$ cat config.mk
export PLATFORM = sky130hd
export DESIGN_NAME = coproc_arbiter_flat
export DESIGN_NICKNAME = d
export VERILOG_FILES = /design/src/rtl/coproc_pkg.sv /design/src/rtl/coproc_arbiter_if.sv /design/src/rtl/coproc_arb_grant.sv /design/src/rtl/coproc_arbiter.sv /design/src/flat_wrapper.sv
export SDC_FILE = /design/constraint.sdc
export NUM_CORES = 1
export LEC_CHECK = 0
export ABC_CLOCK_PERIOD_IN_PS = 2000
export CORE_MARGIN = 1
export CORE_UTILIZATION = 38
export DETAILED_ROUTE_END_ITERATION = 10
export GPL_ROUTABILITY_DRIVEN = 0
export HOLD_SLACK_MARGIN = 0.03
export MAX_ROUTING_LAYER = met4
export PLACE_DENSITY = 0.78
export REMOVE_ABC_BUFFERS = 1
export SKIP_LAST_GASP = 1
export SYNTH_ARGS = -nofsm -noshare
export SYNTH_HDL_FRONTEND = slang
export SYNTH_SLANG_ARGS = --single-unit
$ cat constraint.sdc
create_clock -name clk -period 2 [get_ports clk]
set_clock_uncertainty 0.1 [all_clocks]
set_input_delay 0.4 -clock clk [delete_from_list [all_inputs] [get_ports clk]]
set_output_delay 0.4 -clock clk [all_outputs]
set_load 0.1 [all_outputs]
$ cat src/rtl/coproc_pkg.sv
// Shared definitions for the coprocessor arbiter: op codes, coprocessor
// select map, sequencer states and select-lookup helpers.
package coproc_pkg;

  typedef enum logic [1:0] {
    OP_MUL = 2'd0,
    OP_DIV = 2'd1,
    OP_SHF = 2'd2,
    OP_INV = 2'd3
  } op_e;

  localparam logic [10:0] SEL_BUSY = 11'h000;
  localparam logic [10:0] SEL_STAT = 11'h001;
  localparam logic [10:0] SEL_PHI  = 11'h002;
  localparam logic [10:0] SEL_PLO  = 11'h003;
  localparam logic [10:0] SEL_QUOT = 11'h004;
  localparam logic [10:0] SEL_REM  = 11'h005;
  localparam logic [10:0] SEL_SHI  = 11'h006;
  localparam logic [10:0] SEL_SLO  = 11'h007;
  localparam logic [10:0] SEL_MUL  = 11'h008;
  localparam logic [10:0] SEL_DIV  = 11'h009;
  localparam logic [10:0] SEL_SHF  = 11'h00A;

  typedef enum logic [2:0] {
    IDLE,
    ISSUE,
    POLL,
    PCHK,
    RD_HI,
    RD_LO,
    RD_X,
    FIN
  } state_e;

  // Shift commands carry the format in sel[7:6].
  function automatic logic [10:0] issue_sel(input op_e op, input logic [1:0] fmt);
    case (op)
      OP_MUL:  return SEL_MUL;
      OP_DIV:  return SEL_DIV;
      default: return {3'b000, fmt, 2'b00, SEL_SHF[3:0]};
    endcase
  endfunction

  function automatic logic [10:0] rd_hi_sel(input op_e op);
    case (op)
      OP_MUL:  return SEL_PHI;
      OP_DIV:  return SEL_QUOT;
      default: return SEL_SHI;
    endcase
  endfunction

  function automatic logic [10:0] rd_lo_sel(input op_e op);
    case (op)
      OP_MUL:  return SEL_PLO;
      OP_DIV:  return SEL_REM;
      default: return SEL_SLO;
    endcase
  endfunction

endpackage

$ cat src/rtl/coproc_arbiter_if.sv
// Requester and coprocessor signals of the arbiter. The slave modport is the
// arbiter's view; master is the requesters/coprocessor side.
interface coproc_arbiter_if #(
  parameter int WIDTH = 16
);
  logic [1:0]         req;
  logic [3:0]         op;
  logic [3:0]         fmt;
  logic [2*WIDTH-1:0] a;
  logic [2*WIDTH-1:0] b;
  logic [2*WIDTH-1:0] c;
  logic [1:0]         done;
  logic [WIDTH-1:0]   res_hi;
  logic [WIDTH-1:0]   res_lo;
  logic               res_ovf;
  logic [10:0]        cp_sel;
  logic               cp_go;
  logic [WIDTH-1:0]   cp_a;
  logic [WIDTH-1:0]   cp_b;
  logic [WIDTH-1:0]   cp_c;
  logic [WIDTH-1:0]   cp_y;

  modport slave (
    input  req, op, fmt, a, b, c, cp_y,
    output done, res_hi, res_lo, res_ovf, cp_sel, cp_go, cp_a, cp_b, cp_c
  );

  modport master (
    output req, op, fmt, a, b, c, cp_y,
    input  done, res_hi, res_lo, res_ovf, cp_sel, cp_go, cp_a, cp_b, cp_c
  );
endinterface

$ cat src/rtl/coproc_arb_grant.sv
// Two-way grant selection. COPROC_ARB_RR_EN selects round-robin with a
// last-granted pointer; otherwise port 0 has fixed priority.
module coproc_arb_grant (
`ifdef COPROC_ARB_RR_EN
  input  logic       clk,
  input  logic       arstn,
`endif
  input  logic       en,
  input  logic [1:0] req,
  input  logic [1:0] done,
  output logic       gnt_vld,
  output logic       gnt_port
);

  logic [1:0] elig;

  always_comb begin
    elig = req & ~done;
  end

`ifdef COPROC_ARB_RR_EN
  logic last_q;

  always_ff @(posedge clk or negedge arstn) begin
    if (!arstn)
      last_q <= 1'b1;
    else if (gnt_vld)
      last_q <= gnt_port;
  end

  always_comb begin
    gnt_vld  = en & (|elig);
    gnt_port = (elig == 2'b11) ? ~last_q : elig[1];
  end
`else
  // Port 1 waits while req[0] is high, even in port 0's done cycle.
  always_comb begin
    gnt_vld  = en & (elig[0] | (elig[1] & ~req[0]));
    gnt_port = ~elig[0];
  end
`endif

endmodule

$ cat src/rtl/coproc_arbiter.sv
// Shares the mul/div/shift coprocessor between two requesters: grant, issue,
// poll busy, read back results, pulse done. Build option: COPROC_ARB_RR_EN.
module coproc_arbiter
  import coproc_pkg::*;
#(
  parameter int WIDTH = 16
) (
  input  logic            clk,
  input  logic            arstn,
  coproc_arbiter_if.slave bus
);

  state_e           state_q, state_d;
  logic             port_q;
  op_e              op_q;
  logic [1:0]       fmt_q;
  logic [WIDTH-1:0] a_q, b_q, c_q;
  logic [WIDTH-1:0] res_hi_q, res_lo_q;
  logic             res_ovf_q;
  logic [1:0]       done_q;
  logic             gnt_vld, gnt_port;
  op_e              gnt_op;
  logic [10:0]      sel;
  logic             go;

  coproc_arb_grant u_grant (
`ifdef COPROC_ARB_RR_EN
    .clk      (clk),
    .arstn    (arstn),
`endif
    .en       (state_q == IDLE),
    .req      (bus.req),
    .done     (done_q),
    .gnt_vld  (gnt_vld),
    .gnt_port (gnt_port)
  );

  always_comb begin
    gnt_op = op_e'(gnt_port ? bus.op[3:2] : bus.op[1:0]);
  end

  always_ff @(posedge clk or negedge arstn) begin
    if (!arstn)
      state_q <= IDLE;
    else
      state_q <= state_d;
  end

  always_comb begin
    state_d = state_q;
    go      = 1'b0;
    sel     = SEL_BUSY;
    case (state_q)
      IDLE: begin
        if (gnt_vld)
          state_d = (gnt_op == OP_INV) ? FIN : ISSUE;
      end
      ISSUE: begin
        go      = 1'b1;
        sel     = issue_sel(op_q, fmt_q);
        state_d = POLL;
      end
      POLL: begin
        go      = 1'b1;
        sel     = SEL_BUSY;
        state_d = PCHK;
      end
      PCHK: begin
        state_d = bus.cp_y[0] ? POLL : RD_HI;
      end
      RD_HI: begin
        go      = 1'b1;
        sel     = rd_hi_sel(op_q);
        state_d = RD_LO;
      end
      RD_LO: begin
        go      = 1'b1;
        sel     = rd_lo_sel(op_q);
        state_d = RD_X;
      end
      RD_X: begin
        if (op_q == OP_DIV) begin
          go  = 1'b1;
          sel = SEL_STAT;
        end
        state_d = FIN;
      end
      FIN: begin
        state_d = IDLE;
      end
      default: state_d = IDLE;
    endcase
  end

  always_ff @(posedge clk or negedge arstn) begin
    if (!arstn) begin
      port_q    <= 1'b0;
      op_q      <= OP_MUL;
      fmt_q     <= '0;
      a_q       <= '0;
      b_q       <= '0;
      c_q       <= '0;
      res_hi_q  <= '0;
      res_lo_q  <= '0;
      res_ovf_q <= 1'b0;
      done_q    <= '0;
    end else begin
      done_q <= '0;
      case (state_q)
        IDLE: begin
          if (gnt_vld) begin
            port_q <= gnt_port;
            op_q   <= gnt_op;
            fmt_q  <= gnt_port ? bus.fmt[3:2] : bus.fmt[1:0];
            a_q    <= gnt_port ? bus.a[2*WIDTH-1:WIDTH] : bus.a[WIDTH-1:0];
            b_q    <= gnt_port ? bus.b[2*WIDTH-1:WIDTH] : bus.b[WIDTH-1:0];
            c_q    <= gnt_port ? bus.c[2*WIDTH-1:WIDTH] : bus.c[WIDTH-1:0];
          end
        end
        RD_LO: res_hi_q <= bus.cp_y;
        RD_X:  res_lo_q <= bus.cp_y;
        FIN: begin
          if (op_q == OP_INV) begin
            res_hi_q <= '0;
            res_lo_q <= '0;
          end
          res_ovf_q      <= (op_q == OP_DIV) ? bus.cp_y[8] : 1'b0;
          done_q[port_q] <= 1'b1;
        end
        default: ;
      endcase
    end
  end

  always_comb begin
    bus.done    = done_q;
    bus.res_hi  = res_hi_q;
    bus.res_lo  = res_lo_q;
    bus.res_ovf = res_ovf_q;
    bus.cp_sel  = sel;
    bus.cp_go   = go;
    bus.cp_a    = a_q;
    bus.cp_b    = b_q;
    bus.cp_c    = c_q;
  end

endmodule

$ cat src/flat_wrapper.sv
// flat-port wrapper written by rule: the top's interface ports become plain ports
module coproc_arbiter_flat import coproc_pkg::*;
#(
  parameter int WIDTH = 16
)
  (clk, arstn, bus_req, bus_op, bus_fmt, bus_a, bus_b, bus_c, bus_cp_y, bus_done, bus_res_hi, bus_res_lo, bus_res_ovf, bus_cp_sel, bus_cp_go, bus_cp_a, bus_cp_b, bus_cp_c);
  coproc_arbiter_if #(.WIDTH(WIDTH)) bus_i ();
  input  logic clk;
  input  logic arstn;
  input wire logic [$bits(bus_i.req)-1:0] bus_req;
  input wire logic [$bits(bus_i.op)-1:0] bus_op;
  input wire logic [$bits(bus_i.fmt)-1:0] bus_fmt;
  input wire logic [$bits(bus_i.a)-1:0] bus_a;
  input wire logic [$bits(bus_i.b)-1:0] bus_b;
  input wire logic [$bits(bus_i.c)-1:0] bus_c;
  input wire logic [$bits(bus_i.cp_y)-1:0] bus_cp_y;
  output wire logic [$bits(bus_i.done)-1:0] bus_done;
  output wire logic [$bits(bus_i.res_hi)-1:0] bus_res_hi;
  output wire logic [$bits(bus_i.res_lo)-1:0] bus_res_lo;
  output wire logic [$bits(bus_i.res_ovf)-1:0] bus_res_ovf;
  output wire logic [$bits(bus_i.cp_sel)-1:0] bus_cp_sel;
  output wire logic [$bits(bus_i.cp_go)-1:0] bus_cp_go;
  output wire logic [$bits(bus_i.cp_a)-1:0] bus_cp_a;
  output wire logic [$bits(bus_i.cp_b)-1:0] bus_cp_b;
  output wire logic [$bits(bus_i.cp_c)-1:0] bus_cp_c;
  assign bus_i.req = bus_req;
  assign bus_i.op = bus_op;
  assign bus_i.fmt = bus_fmt;
  assign bus_i.a = bus_a;
  assign bus_i.b = bus_b;
  assign bus_i.c = bus_c;
  assign bus_i.cp_y = bus_cp_y;
  assign bus_done = bus_i.done;
  assign bus_res_hi = bus_i.res_hi;
  assign bus_res_lo = bus_i.res_lo;
  assign bus_res_ovf = bus_i.res_ovf;
  assign bus_cp_sel = bus_i.cp_sel;
  assign bus_cp_go = bus_i.cp_go;
  assign bus_cp_a = bus_i.cp_a;
  assign bus_cp_b = bus_i.cp_b;
  assign bus_cp_c = bus_i.cp_c;
  coproc_arbiter #(.WIDTH(WIDTH)) u_core (.clk(clk), .arstn(arstn), .bus(bus_i));
endmodule
---- Word-level counts from Yosys, hierarchy flattened ----
Cells that the tools add are included.
storage, ports and cells
  bits in registers ....................... 91
  input bits .............................. 124
  output and inout port bits .............. 95
  word-level logic and storage cells ...... 64
cells by class
  $lt $le $gt $ge ......................... 2
  eq/ne operators ......................... 12
  multiplexer cells ....................... 23
  bitwise gates (word level) .............. 7
  reduce and logical (&&, ||, !) cells .... 9
operators with widths
  operator            number
  $mux 16             4
  $pmux 16 s2         2
  $pmux 11 s4         1
  $pmux 3 s8          1
  $pmux 8 s2          1
  $eq 3x3->1 const B  4
  $pmux 3 s2          2
  $mux 3              3
  $eq 3x2->1 const B  2
  $mux 2              3
  $reduce_and 2->1    3
  $eq 2x2->1 const B  2
  $mux 1              4
  $ne 2x1->1 const B  2
  $reduce_bool 2->1   2
  $reduce_or 4->1     1
  $eq 3x1->1 const B  1
  $logic_not 3->1     1
  $and 1x1->1         2
  $and 2x2->2         1
  $eq 2x1->1 const B  1
  $logic_not 2->1     1
  $lt 1x2->1 const B  1
  $not 1->1           2
  6 further kinds     6

---- Longest topological paths before layout ----
  depth after elaboration ................. 7
  mapped depth ............................ 6
  gate-level depth less buffers ........... 4

---- Hierarchy ----
Synthesis repeated with hierarchy kept, for this count alone.
unflattened totals
  cells, all modules ...................... 371
  area, all modules ....................... 4161.5 sq um
by module, submodules not included
  module            instances  cells an instance  area each (sq um)  sequential area each (sq um)
  coproc_arbiter    1          368                4135.2             2277.2
  coproc_arb_grant  1          3                  26.3               0.0

---- Least setup slack after synthesis ----
OpenSTA, ideal clock, no wires.
  path type ............................... reg2out
  from .................................... reg u_core.state_q[1]
  to ...................................... out bus_cp_sel[0]
  arrival time ............................ 2.889 ns
  required time ........................... 1.500 ns
  setup slack ............................. -1.389 ns
  cell stages (with the launch flop) ...... 4
  cell sequence ........................... dfrtp_1 -> buf_2 -> nand2b_1 -> o21ai_0
on the way
  word-level cells in the longest chain between the ends .. 2
  elaborated cells on any way between the ends .. 5
  those cells by class .................... eq/ne: 4; mux: 1
ends and longest elaborated chain
  element                                          RTL line              RTL
  start, declared                                  coproc_arbiter.sv:13  state_e state_q, state_d;
  start signal, assigned                           coproc_arbiter.sv:46  state_q <= state_d;
  $eq 3x3->1 / $eq 3x1->1 (equally long branches)  coproc_arbiter.sv:53  case (state_q)
  $pmux 11 s4 *                                    coproc_arbiter.sv:53
  end, declared                                    flat_wrapper.sv:21    output wire logic [$bits(bus_i.cp_sel)-1:0] bus_cp_sel;
Every way passes the cells marked *; elsewhere a longest branch is shown, timed or not.

---- Worst setup path in the final report ----
  from .................................... reg u_core.state_q[1]
  to ...................................... out bus_cp_sel[6]
The elaborated chain is that of the path after synthesis.

==> results.md <==
* Critical path peak fanout at 5
* Clk sinks at between 90 and 100
* CP arrival at about 1.5 ns
* Placed instance area at around 6800 µm²
* Post-synth top area cell: dfrtp_1
* Layout cells sized above 1 at between 20% and 30%
* R2r endpoint: u_core.bus.cp_b[11]
* Synthesized area per cell at 10.0 µm²
* Slowest cell on crit path: dfrtp_2
* RR Startpoint: u_core.state_q[2]
* Reg2Reg Depth at 7
* Fmax at just under 500 MHz
* Initial drt markers at 170
* DP Wirelength at roughly 8700 µm
* Rows at 37
* Number of nets in the layout at ~750
* H-tree levels at 3
* Post-Route WL at between 10,000 and 15,000 µm
* GR Overflow Total at 0
* Full die area at roughly 11,000 µm²
* Synth cell count leaders: 107 x nand2_1, 91 x dfrtp_1, 54 x o21ai_1, 52 x mux2i_1, 35 x o21ai_0
* Reg-to-reg slack, setup at around 0.25 ns
* Worst Hold Slack at ~0.34 ns
* Worst-Skew Late Latency at approximately 0.35 ns
* Status: finished with violations
* Failing checks: negative setup slack
* Clk slew on worst S/H paths at 0.09 ns
* First-pass GRT wire length at around 18,000 µm
* Yosys cell types at 31
* CP Class: flop to output port
* Mapped Area at around 4100 µm²
* Yosys warning count at 0
* Number of global-route vias before repair at around 3,700
* Top cells by area, synth: dfrtp_1 55%, mux2i_1 13%, nand2_1 9.8%
* Top cell type's share of synthesized area at a little under three fifths
* Final cell count without fillers at around 770
* Setup violators final at 2
* Initial antenna violation count at 0
* CTS tree: built
* Hold Path Class: flop to flop
* Worst path max stage delay at between 0.4 and 0.5 ns
* Root Driver: clkbuf_8
* Async SR Flop Fraction at between 90% and 100%
* Area of the core at roughly 10,000 µm²
* Worst Slack Setup Final at -0.0104 ns
* Port bufs at between 200 and 250
* # IOs at between 200 and 250
* RSZ-0062 raised after global routing: yes
* Post-synth EDFFs at 0
* Clock Tree Buf Depth at 2
* Worst path top cell family by delay: flip-flops
* DRC at 0
* Total negative slack at -0.0203 ns
* Startpoint types: flop
* DRT Pass-1 Iters at 6
* Starting Density at 39.4%
* Min Tclk post-route at roughly 2 ns
* #FFs+latches synth at between 90 and 100
* WP buf/inv at 2
* Syn Inst Count at roughly 410
* Remaining antenna violation count after routing at 0
* Final hold viol count at 0
* WP data required at roughly 1.5 ns
* Most frequent cell after synthesis: nand2_1
* Fin crit share at 101%
* Hold Crit Depth at 1
* Register area share after synthesis at 55.5%
* Pin count of the biggest net entering global routing at 64
* WHS Endpoint: u_core.bus.done[0]
* DR vias at 3,713
* Crit-path cells: buf_6, and3b_1, and2_4, buf_12
* Synth Flop Type: dfrtp_1
* Total track usage at a little over a fifth
* Cell count after placement at 740
* HP Start: u_core.port_q
* Number of diodes at 0
* P&R area growth vs syn at 74.5%
* Element type at the critical path end: output port
* Chip Width at 106 µm
* Max Cap Viol at 0
* Final Cell Area at 7160 µm²
* Avg WL per Cell at 14.7 µm
* Vias per cell at 4.83
* TritonCTS Buffers at 9
* Stages on the worst setup path at 4
* Max Slew Vio Count at 0
* Die height at roughly 110 µm
## cells by family (layout without fill, tap and decap cells)
family	Yosys count	in the layout	share of synthesized area, %
and+or+nand+nor	127	127	13.0
AOI/OAI and AO/OA	102	102	13.3
DFF	91	91	55.5
muxes	52	52	12.7
buffers and inverters	36	255	5.49
other	1	5	0.0913
## layout make-up
class / count / area [µm²]
clock buffers: 11 / 131
clock inverters: 5 / 77.6
fillers: 771 / 3250
inverters: 3 / 11.3
multi-input cells: 286 / 1670
flip-flops and latches: 91 / 2280
well taps: 136 / 170
repair buffers: 236 / 2820
## worst register-to-register path: cells and delay by family, from the launching register on
family                 cells  cell delay, ns
AND/OR/NAND/NOR            2            0.35
buffers and inverters      3            0.55
AO/OA/AOI/OAI              2            0.15
flip-flops                 1            0.48
## registers in the layout, indices dropped and copies added, names as in the netlist, 3 cells and up
name / count
u_core.bus.res_hi: 16
u_core.bus.cp_a: 16
u_core.bus.cp_c: 16
u_core.bus.res_lo: 16
u_core.bus.cp_b: 16
u_core.state_q: 3
## worst max-delay path by stage
stage / slack (ns) / endpoint / start
after floorplan: -1.64 / u_core.state_q[1] / u_core.bus.done[0]
after global placement: 0.07 / u_core.bus.cp_b[10] / bus_req[0]
after detailed placement: 0.03 / u_core.bus.cp_b[10] / bus_req[0]
after CTS: -0.04 / bus_cp_sel[6] / u_core.state_q[0]
after global routing: -0.05 / bus_cp_sel[7] / u_core.state_q[1]
final: -0.01 / bus_cp_sel[6] / u_core.state_q[1]
## timing repair
action                     CTS  global route
hold buffers                 1             0
buffers inserted             8             3
setup endpoints to repair    7             5
pin swaps                    2             3
hold endpoints to repair    27             0
gates resized for setup     14            10
## metrics by stage
stage               util [%]  setup slack, ns
detailed placement      65.2           0.0349
global placement        65.2           0.0684
global route            68.8          -0.0477
CTS                     68.4          -0.0397
finish                  68.8          -0.0104
floorplan                  -            -1.64
## placed cells by master (no fill, tap or decap), types with 2 or more instances in the layout
cell | netlist | layout
nor2_1 | 5 | 5
clkbuf_8 | 0 | 9
buf_4 | 6 | 53
dfrtp_2 | 0 | 4
a21oi_2 | 0 | 2
dfrtp_1 | 91 | 87
nand2_1 | 107 | 107
conb_1 | 1 | 5
clkbuf_1 | 5 | 2
o21ai_1 | 54 | 55
and2_4 | 0 | 2
clkinv_2 | 0 | 2
nor2b_4 | 0 | 2
bufinv_16 | 0 | 2
mux2i_1 | 52 | 52
a21oi_1 | 4 | 2
clkdlybuf4s50_1 | 0 | 122
o21ai_0 | 35 | 32
nand2b_4 | 0 | 2
buf_12 | 0 | 57
buf_6 | 6 | 2
nand3_1 | 3 | 3
a21o_1 | 3 | 3
inv_1 | 3 | 2
o21ai_2 | 0 | 2
## metal layers
layer  vias to the layer above  global-route usage, %  routed length (µm)
li1                       1808                      -                   -
met1                      1707                   23.6                4320
met5                         -                      -                   0
met4                         0                   8.93                 242
met3                        20                   4.41                 838
met2                       178                   37.6                5910
Power is left out: the tool's default activity adds up to more than one toggle a clock period on the data nets, which glitch-free logic cannot reach.
==> edit 1: new RTL, same flow settings <==
The option `COPROC_ARB_RR_EN` is turned on by a define.
--- a/src/rtl/coproc_arb_grant.sv
+++ b/src/rtl/coproc_arb_grant.sv
@@ -2,2 +2,4 @@
 // last-granted pointer; otherwise port 0 has fixed priority.
+`define COPROC_ARB_RR_EN
+
 module coproc_arb_grant (
Function: changed (a bounded check fails within 4 cycles, from zero or initial values and one cycle with arstn low).
==> edit 1 against the original RTL <==
- the run still ends with negative setup slack left
- sequential share of layout area is 0.25 points lower
- sequential cell count is 1 higher
- worst setup slack worse by 30 ps
- final area is 1.9% higher
- wire length is 1.7% higher
- synthesized area is 1.2% higher
- critical path type unchanged
Power is left out: the tool's default activity adds up to more than one toggle a clock period on the data nets, which glitch-free logic cannot reach.
==> edit 1: results (changes against the original RTL) <==
status - complete, but fails checks
violated checks - negative setup slack
first-pass GRT wire length - 18100 µm (+0.53%)
minimum clock period - 2040 ps (+30.4 ps)
sequential cell area share - 0.316 (-0.00252)
post-cts resize count - 22 (+8)
clock tree cell share of total cell area - 0.0273 (-0.00192)
setup ws final - -40.8 ps (-30.4 ps)
Setup violations, final - 2 (unchanged)
worst r2r dst - u_core.bus.res_lo[5]
share of cells above drive strength 1 - 0.250 (+0.0162)
clk_lat worst skew - 370 ps (+20 ps)
Total GRT Usage - 0.212 (-0.00236)
R2R depth - 5 (-2)
fraction of area in multi-input gates - 0.240 (+0.00626)
vias in the first global route - 3877 (+3.6%)
top cells by instance count after synthesis - 110 x nand2_1, 91 x dfrtp_1, 87 x o21ai_1
largest net degree at the start of global routing - 41 (-36%)
Fill cells - 781 (+1.3%)
Placed Cells - 753 (+1.8%)
postcts setup bufs - 10 (+2)
total wire length - 11500 µm (+1.7%)
worst reg2reg path startpoint - u_core.state_q[1]
Core Area - 10500 µm² (+0.44%)
crit path max fanout - 3 (-2)
family with the most delay on the worst path - simple AND/OR/NAND/NOR gates
mux contribution to synthesized area - 0.125 (-0.00153)
worst path arrival time - 1540 ps (+30 ps)
Non-Clock Buffer Count - 243 (+3.0%)
buffer share of cell area - 0.391 (-0.00204)
Iteration-0 DRC Markers - 149 (-12%)
DP Wirelength - 8850 µm (+2.1%)
Setup crit end - bus_cp_sel[7]
vias post-DR - 3838 (+3.4%)
-- edit 1: cell count changes in the layout (fill, tap and decap cells not counted), sizes merged, moves of 3 or more --
| cell | delta |
|---|---|
| buf | +8 |
| clkbuf | -3 |
| nand2 | +3 |
| nor3 | +3 |
| o21ai | +4 |
-- edit 1: per-stage QoR --
stage          area [µm²]  worst slack, ps   util  hold WS, ps  setup TNS (ps)
2_1_floorplan        3970            -1740      -         4.41         -103500
3_3_place_gp         6880             69.1  0.658          198               0
3_5_place_dp         6880             28.6  0.658          202               0
4_1_cts              7250            -47.2  0.693          342            -124
5_1_grt              7300            -78.7  0.698          363            -274
6_report             7300            -40.8  0.698          350           -57.6
-- edit 1: per-layer routing --
layer	part of all wire	vias up	global-route usage
li1	-	1852	-
met1	0.39	1791	0.226
met2	0.51	176	0.369
met3	0.084	19	0.0584
met4	0.022	0	0.0890
met5	0	-	-
==> edit 2: new RTL, config.mk and constraints unchanged <==
Without the edit above. The 8 states of `state_e` get a one-hot encoding in 8 bits.
--- a/src/rtl/coproc_pkg.sv
+++ b/src/rtl/coproc_pkg.sv
@@ -23,11 +23,11 @@
 
-  typedef enum logic [2:0] {
-    IDLE,
-    ISSUE,
-    POLL,
-    PCHK,
-    RD_HI,
-    RD_LO,
-    RD_X,
-    FIN
+  typedef enum logic [7:0] {
+    IDLE  = 8'b00000001,
+    ISSUE = 8'b00000010,
+    POLL  = 8'b00000100,
+    PCHK  = 8'b00001000,
+    RD_HI = 8'b00010000,
+    RD_LO = 8'b00100000,
+    RD_X  = 8'b01000000,
+    FIN   = 8'b10000000
   } state_e;
Check against the original RTL: same outputs for any inputs over 10 cycles, from zero or initial values and one cycle with arstn low; not proved beyond that.
==> edit 2 against the original RTL <==
- the flow still finishes with violations (negative setup slack)
- sequential cell count up 5
- final area up 7.5%
- wire length up 7.4%
- final cell count up 5.3%
- synthesized area up 7.7%
- worst hold slack worse by 24 ps
- sequential share of layout area down 0.58 points
- worst setup slack worse by 330 ps
- highest routed layer unchanged
Power is left out: the tool's default activity adds up to more than one toggle a clock period on the data nets, which glitch-free logic cannot reach.
==> edit 2: results (changes against the original RTL) <==
hold path cells - 1 (unchanged)
initial antenna violation count - 0 (unchanged)
DP Wirelength - 9400 µm (+8.6%)
share of cells above drive strength 1 - 0.254 (+0.0196)
Avg WL per Cell - 15.0 µm (+2.0%)
clk slew on worst S/H paths - 60 ps (-30 ps)
Hold Crit Endpoint - u_core.bus.done[0]
worst reg2reg path startpoint - u_core.state_q[3]
synth-to-layout area growth - 74.1%
status - complete, but fails checks
crit path max fanout - 3 (-2)
Hold Startpoint - u_core.port_q
distinct cell type count of the synthesized netlist - 41 (+32%)
top cells by instance count after synthesis - 95 x dfrtp_1, 93 x nand2_1, 69 x mux2i_1
r2r setup slk - 70 ps (-180 ps)
Seq/Total Area, Yosys - 0.543 (-0.0113)
Final #Nets - 785 (+4.5%)
Setup violations, final - 7 (+5)
worst path arrival time - 1840 ps (+330 ps)
max incr delay on CP - 430 ps (-20 ps)
Total GRT Usage - 0.219 (+0.00532)
yosys warns - 0 (unchanged)
clk_lat worst skew - 330 ps (-20 ps)
clock root buffer - clkbuf_16
ant diodes - 0 (unchanged)
synthesized instance count - 428 (+4.6%)
Fill cells - 841 (+9.1%)
Worst Hold Class - reg2reg
First-pass DRT Iterations - 4 (-2)
TNS Setup - -1520 ps (-1500 ps)
Setup crit end - bus_cp_go
violated checks - negative setup slack
top cells by area, synth - dfrtp_1 54%, mux2i_1 16%, nand2_1 7.9%
largest net degree at the start of global routing - 48 (-25%)
family with the most delay on the worst path - simple AND/OR/NAND/NOR gates
Crit. Startpoint - u_core.state_q[3]
Max-cap violations - 0 (unchanged)
first-pass GRT wire length - 19400 µm (+8.0%)
Finished Layout Cells - 809 (+5.3%)
Hold Slack - 315 ps (-24.2 ps)
Iteration-0 DRC Markers - 243 (+43%)
CTS buffer count - 9 (unchanged)
pre-CTS setup slack - -152 ps (-187 ps)
R2R depth - 7 (unchanged)
vias post-DR - 3881 (+4.5%)
worst r2r dst - u_core.bus.res_hi[2]
H-tree depth - 3 (unchanged)
dpl cell area - 7230 µm² (+6.4%)
setup ws final - -339 ps (-328 ps)
post-route ant nets - 0 (unchanged)
vias in the first global route - 4026 (+7.6%)
port buffer count - 213 (unchanged)
slowest stage cell, crit path - dfrtp_2
ys flop type - dfrtp_1
Async SR Flop Fraction - 1.00 (unchanged)
==> edit 2: per-layer routing <==
layer / wire [µm] / share of wire / track usage
met1: 4690 / 0.39 / 0.238
met2: 6320 / 0.52 / 0.390
met3: 899 / 0.074 / 0.0468
met4: 242 / 0.020 / 0.0857
met5: 0 / 0 / -
==> edit 2: area by class of cell <==
cell class | instances | share of cell area
timing repair buffer | 247 | 0.371
inverter | 19 | 0.00926
clock inverter | 4 | 0.00260
sequential | 96 | 0.313
tap | 143 | 0.0232
clock buffer | 12 | 0.0320
multi-input combinational | 288 | 0.249
==> edit 2: repair_timing <==
action / CTS / global route
hold buffers: 1 / 0
buffers inserted: 6 / 1
pin swaps: 8 / 1
gates resized for setup: 26 / 7
endpoints found under the setup margin: 7 / 24
endpoints found under the hold margin: 23 / 0
==> edit 2: cells by family after synthesis <==
logic type,synth area share
AND/OR/NAND/NOR,0.137
flip-flops,0.543
AO/OA/AOI/OAI,0.0999
multiplexers,0.156
buffers and inverters,0.0588
XOR/XNOR,0.00396
other,0.000848
